$ cat config.mk
export PLATFORM = sky130hd
export DESIGN_NAME = conv_row_ctrl_flat
export DESIGN_NICKNAME = d
export VERILOG_FILES = /design/src/rtl/conv_row_ctrl_if.sv /design/src/rtl/conv_row_ctrl.sv /design/src/flat_wrapper.sv
export SDC_FILE = /design/constraint.sdc
export NUM_CORES = 1
export LEC_CHECK = 0
export ABC_AREA = 1
export CAP_MARGIN = 20
export CORE_UTILIZATION = 38
export CTS_CLUSTER_DIAMETER = 100
export DETAILED_ROUTE_END_ITERATION = 8
export MAX_ROUTING_LAYER = met4
export PLACE_DENSITY = 0.82
export SYNTH_ARGS = -nofsm -noshare
export SYNTH_HDL_FRONTEND = slang
export SYNTH_SLANG_ARGS = --single-unit
$ cat constraint.sdc
create_clock -name clk -period 1.3 [get_ports clk]
set_input_delay 0.26 -clock clk [delete_from_list [all_inputs] [get_ports clk]]
set_output_delay 0.26 -clock clk [all_outputs]
set_load 0.05 [all_outputs]
$ cat src/rtl/conv_row_ctrl_if.sv
// Weight-in, pixel-in and result-out streams of one convolution row sequencer.
// master = upstream buffers / result sink, slave = the sequencer.
interface conv_row_ctrl_if #(
  parameter int WEIGHT_BW = 8,
  parameter int DATA_BW   = 8,
  parameter int SUM_BW    = 16
);
  logic                        w_valid;
  logic                        w_ready;
  logic signed [WEIGHT_BW-1:0] w_data;
  logic                        x_valid;
  logic                        x_ready;
  logic signed [DATA_BW-1:0]   x_data;
  logic                        y_valid;
  logic signed [SUM_BW-1:0]    y_data;

  modport master (
    output w_valid, w_data, x_valid, x_data,
    input  w_ready, x_ready, y_valid, y_data
  );

  modport slave (
    input  w_valid, w_data, x_valid, x_data,
    output w_ready, x_ready, y_valid, y_data
  );
endinterface

$ cat src/rtl/conv_row_ctrl.sv
// Row sequencer: loads KERNEL_SIZE weights, streams ROW_LEN pixels into the PE chain, tags full windows.
// Result for slot j appears 2+PIPE_LAT cycles after its accept; weight load may stall, pixel stream and results never do.
module conv_row_ctrl #(
  parameter int KERNEL_SIZE = 5,
  parameter int WEIGHT_BW   = 8,
  parameter int DATA_BW     = 8,
  parameter int SUM_BW      = 16,
  parameter int ADDR_BW     = 5,
  parameter int CONV_ADDR   = 0,
  parameter int ROW_LEN     = 32,
  parameter int PIPE_LAT    = 5,
  parameter int CNT_BW      = 6
) (
  input  logic                        clk,
  input  logic                        rst_n,
  input  logic                        i_start,
  input  logic                        i_reuse_w,
  input  logic signed [SUM_BW-1:0]    i_bias,
  conv_row_ctrl_if.slave              bus,
  output logic                        o_pe_w_en,
  output logic [ADDR_BW-1:0]          o_pe_addr,
  output logic signed [WEIGHT_BW-1:0] o_pe_w,
  output logic signed [DATA_BW-1:0]   o_pe_x,
  output logic signed [SUM_BW-1:0]    o_pe_psum,
  input  logic signed [SUM_BW-1:0]    i_pe_psum,
  output logic                        o_busy,
  output logic                        o_done,
  output logic                        o_err
);

  localparam int              W_BASE    = CONV_ADDR * KERNEL_SIZE;
  localparam logic [CNT_BW-1:0] W_LAST    = CNT_BW'(KERNEL_SIZE - 1);
  localparam logic [CNT_BW-1:0] X_LAST    = CNT_BW'(ROW_LEN - 1);
  localparam logic [CNT_BW-1:0] D_LAST    = CNT_BW'(PIPE_LAT);
  localparam logic [CNT_BW-1:0] TAG_FIRST = CNT_BW'(KERNEL_SIZE - 1);

  typedef enum logic [2:0] {
    S_IDLE,
    S_LOAD_W,
    S_STREAM,
    S_DRAIN,
    S_DONE
  } state_e;

  state_e                      state_q, state_d;
  logic [CNT_BW-1:0]           cnt_q, cnt_d;
  logic [PIPE_LAT:0]           tag_q;
  logic                        pe_w_en_q;
  logic [ADDR_BW-1:0]          pe_addr_q;
  logic signed [WEIGHT_BW-1:0] pe_w_q;
  logic signed [DATA_BW-1:0]   pe_x_q;
  logic signed [SUM_BW-1:0]    psum_q;
  logic                        y_valid_q;
  logic signed [SUM_BW-1:0]    y_data_q;
  logic                        done_q;
  logic                        err_q;

  logic loading, streaming, w_hs, tag_push, start_ok;

  assign loading   = (state_q == S_LOAD_W);
  assign streaming = (state_q == S_STREAM);
  assign w_hs      = loading & bus.w_valid;
  assign start_ok  = (state_q == S_IDLE) & i_start;
  // Only slots that complete a full KERNEL_SIZE window produce a result.
  assign tag_push  = streaming & (cnt_q >= TAG_FIRST);

  assign bus.w_ready = loading;
  assign bus.x_ready = streaming;
  assign bus.y_valid = y_valid_q;
  assign bus.y_data  = y_data_q;
  assign o_busy      = (state_q != S_IDLE);
  assign o_pe_w_en   = pe_w_en_q;
  assign o_pe_addr   = pe_addr_q;
  assign o_pe_w      = pe_w_q;
  assign o_pe_x      = pe_x_q;
  assign o_pe_psum   = psum_q;
  assign o_done      = done_q;
  assign o_err       = err_q;

  // cnt_q is the weight index in LOAD_W, the slot index in STREAM and the drain timer in DRAIN.
  always_comb begin
    state_d = state_q;
    cnt_d   = cnt_q;
    unique case (state_q)
      S_IDLE: begin
        if (i_start) begin
          state_d = i_reuse_w ? S_STREAM : S_LOAD_W;
          cnt_d   = '0;
        end
      end
      S_LOAD_W: begin
        if (w_hs) begin
          if (cnt_q == W_LAST) begin
            state_d = S_STREAM;
            cnt_d   = '0;
          end else begin
            cnt_d = cnt_q + CNT_BW'(1);
          end
        end
      end
      S_STREAM: begin
        if (cnt_q == X_LAST) begin
          state_d = S_DRAIN;
          cnt_d   = '0;
        end else begin
          cnt_d = cnt_q + CNT_BW'(1);
        end
      end
      S_DRAIN: begin
        if (cnt_q == D_LAST) begin
          state_d = S_DONE;
          cnt_d   = '0;
        end else begin
          cnt_d = cnt_q + CNT_BW'(1);
        end
      end
      S_DONE:  state_d = S_IDLE;
      default: state_d = S_IDLE;
    endcase
  end

  always_ff @(posedge clk) begin
    if (!rst_n) begin
      state_q <= S_IDLE;
      cnt_q   <= '0;
    end else begin
      state_q <= state_d;
      cnt_q   <= cnt_d;
    end
  end

  always_ff @(posedge clk) begin
    if (!rst_n) begin
      tag_q     <= '0;
      pe_w_en_q <= 1'b0;
      pe_addr_q <= '0;
      pe_w_q    <= '0;
      pe_x_q    <= '0;
      psum_q    <= '0;
      y_valid_q <= 1'b0;
      y_data_q  <= '0;
      done_q    <= 1'b0;
      err_q     <= 1'b0;
    end else begin
      pe_w_en_q <= w_hs;
      if (w_hs) begin
        pe_addr_q <= ADDR_BW'(W_BASE + int'(cnt_q));
        pe_w_q    <= bus.w_data;
      end
      // The PE chain is free-running: a missing pixel still consumes its slot as a zero.
      pe_x_q <= (streaming && bus.x_valid) ? bus.x_data : '0;
      if (start_ok) begin
        psum_q <= i_bias;
        err_q  <= 1'b0;
      end else if (streaming && !bus.x_valid) begin
        err_q <= 1'b1;
      end
      tag_q     <= {tag_q[PIPE_LAT-1:0], tag_push};
      y_valid_q <= tag_q[PIPE_LAT];
      if (tag_q[PIPE_LAT]) begin
        y_data_q <= i_pe_psum;
      end
      done_q <= (state_q == S_DONE);
    end
  end

endmodule
$ cat src/flat_wrapper.sv
// flat-port wrapper written by rule: the top's interface ports become plain ports
module conv_row_ctrl_flat 
#(
  parameter int KERNEL_SIZE = 5,
  parameter int WEIGHT_BW   = 8,
  parameter int DATA_BW     = 8,
  parameter int SUM_BW      = 16,
  parameter int ADDR_BW     = 5,
  parameter int CONV_ADDR   = 0,
  parameter int ROW_LEN     = 32,
  parameter int PIPE_LAT    = 5,
  parameter int CNT_BW      = 6
)
  (clk, rst_n, i_start, i_reuse_w, i_bias, o_pe_w_en, o_pe_addr, o_pe_w, o_pe_x, o_pe_psum, i_pe_psum, o_busy, o_done, o_err, bus_w_valid, bus_w_data, bus_x_valid, bus_x_data, bus_w_ready, bus_x_ready, bus_y_valid, bus_y_data);
  conv_row_ctrl_if #(.WEIGHT_BW(WEIGHT_BW), .DATA_BW(DATA_BW), .SUM_BW(SUM_BW)) bus_i ();
  input  logic clk;
  input  logic rst_n;
  input  logic i_start;
  input  logic i_reuse_w;
  input  logic signed [SUM_BW-1:0] i_bias;
  output logic o_pe_w_en;
  output logic [ADDR_BW-1:0] o_pe_addr;
  output logic signed [WEIGHT_BW-1:0] o_pe_w;
  output logic signed [DATA_BW-1:0] o_pe_x;
  output logic signed [SUM_BW-1:0] o_pe_psum;
  input  logic signed [SUM_BW-1:0] i_pe_psum;
  output logic o_busy;
  output logic o_done;
  output logic o_err;
  input wire logic [$bits(bus_i.w_valid)-1:0] bus_w_valid;
  input wire logic [$bits(bus_i.w_data)-1:0] bus_w_data;
  input wire logic [$bits(bus_i.x_valid)-1:0] bus_x_valid;
  input wire logic [$bits(bus_i.x_data)-1:0] bus_x_data;
  output wire logic [$bits(bus_i.w_ready)-1:0] bus_w_ready;
  output wire logic [$bits(bus_i.x_ready)-1:0] bus_x_ready;
  output wire logic [$bits(bus_i.y_valid)-1:0] bus_y_valid;
  output wire logic [$bits(bus_i.y_data)-1:0] bus_y_data;
  assign bus_i.w_valid = bus_w_valid;
  assign bus_i.w_data = bus_w_data;
  assign bus_i.x_valid = bus_x_valid;
  assign bus_i.x_data = bus_x_data;
  assign bus_w_ready = bus_i.w_ready;
  assign bus_x_ready = bus_i.x_ready;
  assign bus_y_valid = bus_i.y_valid;
  assign bus_y_data = bus_i.y_data;
  conv_row_ctrl #(.KERNEL_SIZE(KERNEL_SIZE), .WEIGHT_BW(WEIGHT_BW), .DATA_BW(DATA_BW), .SUM_BW(SUM_BW), .ADDR_BW(ADDR_BW), .CONV_ADDR(CONV_ADDR), .ROW_LEN(ROW_LEN), .PIPE_LAT(PIPE_LAT), .CNT_BW(CNT_BW)) u_core (.clk(clk), .rst_n(rst_n), .i_start(i_start), .i_reuse_w(i_reuse_w), .i_bias(i_bias), .bus(bus_i), .o_pe_w_en(o_pe_w_en), .o_pe_addr(o_pe_addr), .o_pe_w(o_pe_w), .o_pe_x(o_pe_x), .o_pe_psum(o_pe_psum), .i_pe_psum(i_pe_psum), .o_busy(o_busy), .o_done(o_done), .o_err(o_err));
endmodule
==> results of run 1 <==
==> worst paths after layout <==
kind                            slack (ns)  cells past startpoint                           start                           end
worst max-delay path                 -0.24                      6  u_core.state_q[0]$_SDFFE_PN0P_                   bus_x_ready
worst min-delay path                  0.41                      2      u_core.tag_q[2]$_SDFF_PN0_    u_core.tag_q[3]$_SDFF_PN0_
worst max register to register       -0.19                      6  u_core.state_q[2]$_SDFFE_PN0P_  u_core.cnt_q[4]$_SDFFE_PN0P_
worst min register to register        0.41                      2      u_core.tag_q[2]$_SDFF_PN0_    u_core.tag_q[3]$_SDFF_PN0_
==> worst max-delay path, cell delays in order (launching register included) <==
cell	delay, ns
dfxtp_2	0.37
inv_4	0.06
buf_6	0.11
nand3_4	0.09
inv_4	0.05
buf_12	0.12
buf_12	0.14
==> stage by stage <==
stage / setup WS [ns] / instances / hold slack [ns]
finish: -0.240 / 591 / 0.409
global route: -0.266 / 591 / 0.419
CTS: -0.219 / 588 / 0.411
detailed placement: -0.292 / 566 / 0.403
global placement: -0.178 / 566 / 0.394
floorplan: -0.268 / 344 / 0.372
==> cell usage in the layout (no fill, tap or decap), drive strengths merged <==
cell type / Yosys / final
clkinvlp: 0 / 2
ha: 3 / 3
clkbuf: 9 / 10
o21ai: 33 / 33
nand3: 28 / 28
nor2: 77 / 77
clkinv: 1 / 3
a311oi: 1 / 1
o211ai: 1 / 1
o211a: 1 / 1
dfxtp: 72 / 72
buf: 5 / 95
clkdlybuf4s50: 0 / 53
a21oi: 28 / 28
inv: 31 / 33
bufinv: 0 / 1
a31oi: 1 / 1
nor3: 2 / 2
nand2: 50 / 50
nand3b: 1 / 1
==> Yosys cell counts, drive strengths merged <==
library cell	instances
inv	31
o21ai	33
clkinv	1
o211a	1
a31oi	1
nor3	2
a21oi	28
a311oi	1
nand2	50
nand3b	1
clkbuf	9
dfxtp	72
nor2	77
o211ai	1
nand3	28
buf	5
ha	3
==> per-layer routing <==
layer,vias to the layer above,track usage (%)
met1,1348,26.8
met3,24,4.76
met4,0,8.33
met2,123,45.3
li1,1394,-
met5,-,-
==> repair_timing <==
action                     4_1_cts  5_1_grt
gates resized for setup         47       31
pin swaps                       14       10
buffers inserted                 8        2
cloned                           0        2
setup endpoints to repair       36       41
hold endpoints to repair         0        0
==> final cells by class <==
cell class | instances | area, um2 | area share [%]
repair buffers | 148 | 2080 | 39.5
flip-flops and latches | 72 | 1460 | 27.7
multi-input cells | 226 | 1270 | 24.1
inverters | 32 | 138 | 2.61
clock buffers | 10 | 128 | 2.42
well taps | 96 | 120 | 2.28
clock inverters | 5 | 58.8 | 1.12
repair inverters | 2 | 17.5 | 0.333
==> power groups by stage <==
| stage | registers (mW) | clock network, mW | logic (mW) |
|---|---|---|---|
| 2_1_floorplan | 3.37 | 0 | 1.20 |
| 3_3_place_gp | 2.76 | 0 | 3.46 |
| 3_5_place_dp | 2.77 | 0 | 3.53 |
| 4_1_cts | 2.75 | 1.73 | 3.88 |
| 5_1_grt | 2.79 | 1.87 | 4.30 |
| 6_report | 2.77 | 1.70 | 4.11 |
==> cells by family after synthesis <==
kind of cell,count (synthesis)
AOI/OAI and AO/OA,65
adders and majority gates,3
buffers and inverters,46
DFF,72
and+or+nand+nor,158
==> state kept, by name, summed over array words and instances (netlist names) <==
| register | cells |
|---|---|
| u_core.bus.y_data | 16 |
| u_core.bus.y_valid | 1 |
| u_core.cnt_q | 6 |
| u_core.o_done | 1 |
| u_core.o_err | 1 |
| u_core.o_pe_addr | 5 |
| u_core.o_pe_psum | 16 |
| u_core.o_pe_w | 8 |
| u_core.o_pe_w_en | 1 |
| u_core.o_pe_x | 8 |
| u_core.state_q | 3 |
| u_core.tag_q | 6 |
==> metrics, run 1 <==
outcome complete, but fails checks; failing checks setup timing; Die Area 0.00751 mm2; layout cells sized above 1 34.7%; NetSw approximately 3.4 mW; top cells by area, synth dfxtp_1 (53%), nor2_1 (10%), nand2_1 (5.9%), o21ai_0 (5.7%), a21oi_1 (5.1%); # Max-Cap Violations 0; Hold Crit Class flop to flop; die height 86.6 um; Crit. End Element output port; crit share post-route 118%; Antenna diodes 0; final setup vio count 23; vias in the first global route 2863; Synth Area in Adders 1.38%; # fillers 428; Vias/cell 4.89; worst clock skew 0.0101 ns; RSZ-0062 raised after global routing yes; logic gate share of total power between 40% and 50%; startpoint type of the worst setup path flop; Internal Power approximately 5.2 mW; total number of vias 2889; sequential share of power roughly 32%; Max VDD drop 1360 uV; Slew Limit Fails 0; Setup TNS -2.75 ns; Synth cell types 28; Pwr Density 1630 mW/mm2; first-pass GRT wire length 13.8 mm; fin nets 548; largest family of logic cells by synthesized area simple AND/OR/NAND/NOR gates; hold_buf cts 0; CTS Root Buffer Type clkbuf_8; power share of the clock group 19.8%; multiplexer share of the synthesized area 0%; Crit Path Max Fanout 3; initial core utilization 39.6%; post-synthesis sequential area ratio a little over half; Switching Share between 30% and 40%; Netlist Area Pre-Place around 0.0027 mm2; slack of the critical path -0.240 ns; Synth Register Bits 72; I/O pin count roughly 110; Final Hold Fails 0; top sig layer met4; met3 WL post-DR 521 um; total gr overflow 0; Final ANT Viol Nets 0; post-synth top area share 52.9%; Power, Total 8.58 mW; row count 30; Metal-1 WL 3.44 mm; WP data required 1.04 ns; post-synthesis cell count 344; DR pass1 iterations 5; crit path kind flop to output port; met2 routed WL 4.75 mm; die width 86.6 um; core area 0.00687 mm2; YS warnings 0; XOR/XNOR share of the synthesized area 0%; Fmax between 600 and 700 MHz; DR iter-0 viols roughly 190; Worst Max-Slew Pin Slew 0.460 ns; relative slew slack between 60% and 70%; Critical Path AT between 1 and 1.5 ns; Synth Area per Inst 7.91 um2; DRC violations left 0; routability cong. 0.866; CTS tree yes; largest net degree at the start of global routing 23; min Tclk post-route 1.54 ns; worst-skew pair later-pin latency 0.34 ns; CTS clock-pin slew for the worst setup and hold paths 0.08 ns; Final Cell Area 0.00527 mm2; PortBufs 113; final wirelength about 9.0 mm; TritonCTS buffer count 9; initial antenna violation count 0; Yosys top cell by area dfxtp_1; hpwl dp roughly 5.8 mm; Compound-Gate Fraction of Synth Area about an eighth; clock sink count 72; Synth Net Count 401; H-tree levels 3; Layout area overhead 93.5%; Area after DPL about 0.0047 mm2; Leak 2.20 nW; Wirelength per Cell 15.1 um; simple-gate area share of the yosys netlist 26.2%; gr usage total 24.8%; Clock Tree Buf Depth 2; Final Util 76.7%
(Power assumes the default switching activity.)
==> inputs of run 2 (changes only) <==
Settings changed: CORE_ASPECT_RATIO set to 1.75, CTS_CLUSTER_SIZE set to 40.
==> run 2 against run 1 <==
Net effect:
- the run still ends with setup timing left
- combinational power is 14% higher
- non-clock buffer count grew 10
- die area rose by 0.18%
- sequential power hardly changed
- worst hold slack gained 0.036 ns
- maximum frequency grew 3.9%
- sequential cell count is the same
- critical path depth stayed put
- clock power is 62% higher
- highest routed layer unchanged
==> metrics, run 2 (synthesized netlist as in run 1, its figures left out) <==
outcome complete, but fails checks; failing checks setup timing; Final Hold Fails 0; RSZ-0062 raised after global routing yes; Worst Max-Slew Pin Slew 0.493 ns; startpoint type of the worst setup path flop; Leak 2.35 nW; worst clock skew 0.00515 ns; Final Cell Area 0.00565 mm2; Final ANT Viol Nets 0; H-tree levels 3; worst-skew pair later-pin latency around 0.33 ns; # Max-Cap Violations 0; Die Area about 0.0075 mm2; Area after DPL 0.00474 mm2; initial core utilization 39.4%; Slew Limit Fails 0; Crit Path Max Fanout 3; vias in the first global route around 3200; layout cells sized above 1 approximately two fifths; Final Util 81.8%; hpwl dp 6.10 mm; Clock Tree Buf Depth 2; min Tclk post-route ~1.5 ns; PortBufs 113; Hold Crit Class flop to flop; final wirelength approximately 11 mm; Max VDD drop 1210 uV; Reg area 0.00146 mm2; Fmax 675 MHz; Reg-to-Reg Start u_core.state_q[1]$_SDFFE_PN0P_; Layout area overhead 107%; CTS Root Buffer Type clkbuf_16; CTS clock-pin slew for the worst setup and hold paths 0.06 ns; crit path kind flop to output port; Hold Slack 0.445 ns; total gr overflow 0; I/O pin count between 100 and 150; CP max stage cell dfxtp_2; largest net degree at the start of global routing 30; Min-Delay Path Depth 2; relative slew slack 67.1%; crit share post-route 114%; r2r setup slk -0.11 ns; R2R depth 9; TritonCTS buffer count 9; clock sink count 72; gr usage total 27.3%; final setup vio count 33; core area 0.00691 mm2; row count 40; Critical Path AT 1.22 ns; WP data required approximately 1.0 ns; Pwr Density 1810 mW/mm2; crit path to bus_x_ready; multi-input logic area 0.00146 mm2; Vias/cell about 5.3; DR pass1 iterations 4; Setup TNS -2.23 ns; most common cell after layout, fill and taps aside dfxtp_1; post-place setup slack -0.283 ns; RR Endpoint u_core.cnt_q[2]$_SDFFE_PN0P_; Final Non-Filler Cells 588; first-pass GRT wire length about 15 mm; CTS tree yes; DR iter-0 viols 134; placed insts 560; die width 66.0 um; Power, Total 10.2 mW; Wirelength per Cell 18.6 um; # fillers around 350; slack of the critical path -0.182 ns; CP Launch Point u_core.state_q[0]$_SDFFE_PN0P_; routability cong. 0.938; hold_buf cts 0; Antenna diodes 0; initial antenna violation count 0; Crit. End Element output port; commonest non-fill, non-tap cells in the layout dfxtp_1 (66), nor2_1 (63), buf_12 (62); total number of vias 3112; die height about 110 um; Worst path max stage delay around 0.33 ns; DRC violations left 0; fin nets 556; worst-path cell chain inv_4 > buf_6 > nand3_4 > inv_4 > buf_6 > buf_12
## run 2: cell types whose count changed in the layout (fill, tap and decap cells not counted), moves of 10 or more
cell       before  now
nand3_1        23    6
a21oi_1        23   11
a21oi_2         5   17
nand3_2         3   15
o21ai_2        12    1
clkbuf_16       0   10
## run 2: worst min-delay path by stage
stage                                from  slack, ns                          end
6_report       u_core.tag_q[2]$_SDFF_PN0_       0.44   u_core.tag_q[3]$_SDFF_PN0_
5_1_grt        u_core.tag_q[2]$_SDFF_PN0_       0.45   u_core.tag_q[3]$_SDFF_PN0_
4_1_cts        u_core.tag_q[2]$_SDFF_PN0_       0.42   u_core.tag_q[3]$_SDFF_PN0_
3_5_place_dp   u_core.tag_q[3]$_SDFF_PN0_       0.41   u_core.tag_q[4]$_SDFF_PN0_
3_3_place_gp   u_core.tag_q[3]$_SDFF_PN0_       0.40   u_core.tag_q[4]$_SDFF_PN0_
2_1_floorplan               bus_x_data[0]       0.37  u_core.o_pe_x[0]$_SDFF_PN0_
## run 2: timing repair
item / 4_1_cts / 5_1_grt
pin swaps: 10 / 32
gates cloned: 0 / 1
hold endpoints to repair: 0 / 0
setup buffers: 9 / 3
resized for setup: 42 / 74
setup endpoints to repair: 38 / 51
## run 2: final cells by class
type / count / area share [%]
repair buffers: 158 / 38.1
flip-flops and latches: 72 / 25.8
multi-input cells: 226 / 25.8
clock buffers: 12 / 4.54
inverters: 32 / 2.53
well taps: 84 / 1.86
clock inverters: 4 / 1.35
## run 2: layer usage
| metal | GRT usage (%) | up-vias | routed length [um] | part of all wire (%) |
|---|---|---|---|---|
| li1 | - | 1415 | - | - |
| met1 | 25.8 | 1478 | 3730 | 34 |
| met2 | 49.3 | 171 | 6070 | 55 |
| met3 | 3.90 | 48 | 541 | 4.9 |
| met4 | 18.0 | 0 | 605 | 5.5 |
| met5 | - | - | 0 | 0 |
## run 2: critical path: cells and delay by family (launching register included)
family	cells	cell delay [ns]
buffers and inverters	5	0.49
AND/OR/NAND/NOR	1	0.07
flip-flops	1	0.33
## run 2: report_power, final
group	internal (mW)	switching (mW)	leakage, nW
Combinational	2.18	2.51	1.60
Clock	1.79	0.965	0.159
Sequential	2.47	0.312	0.588
Total	6.45	3.79	2.35
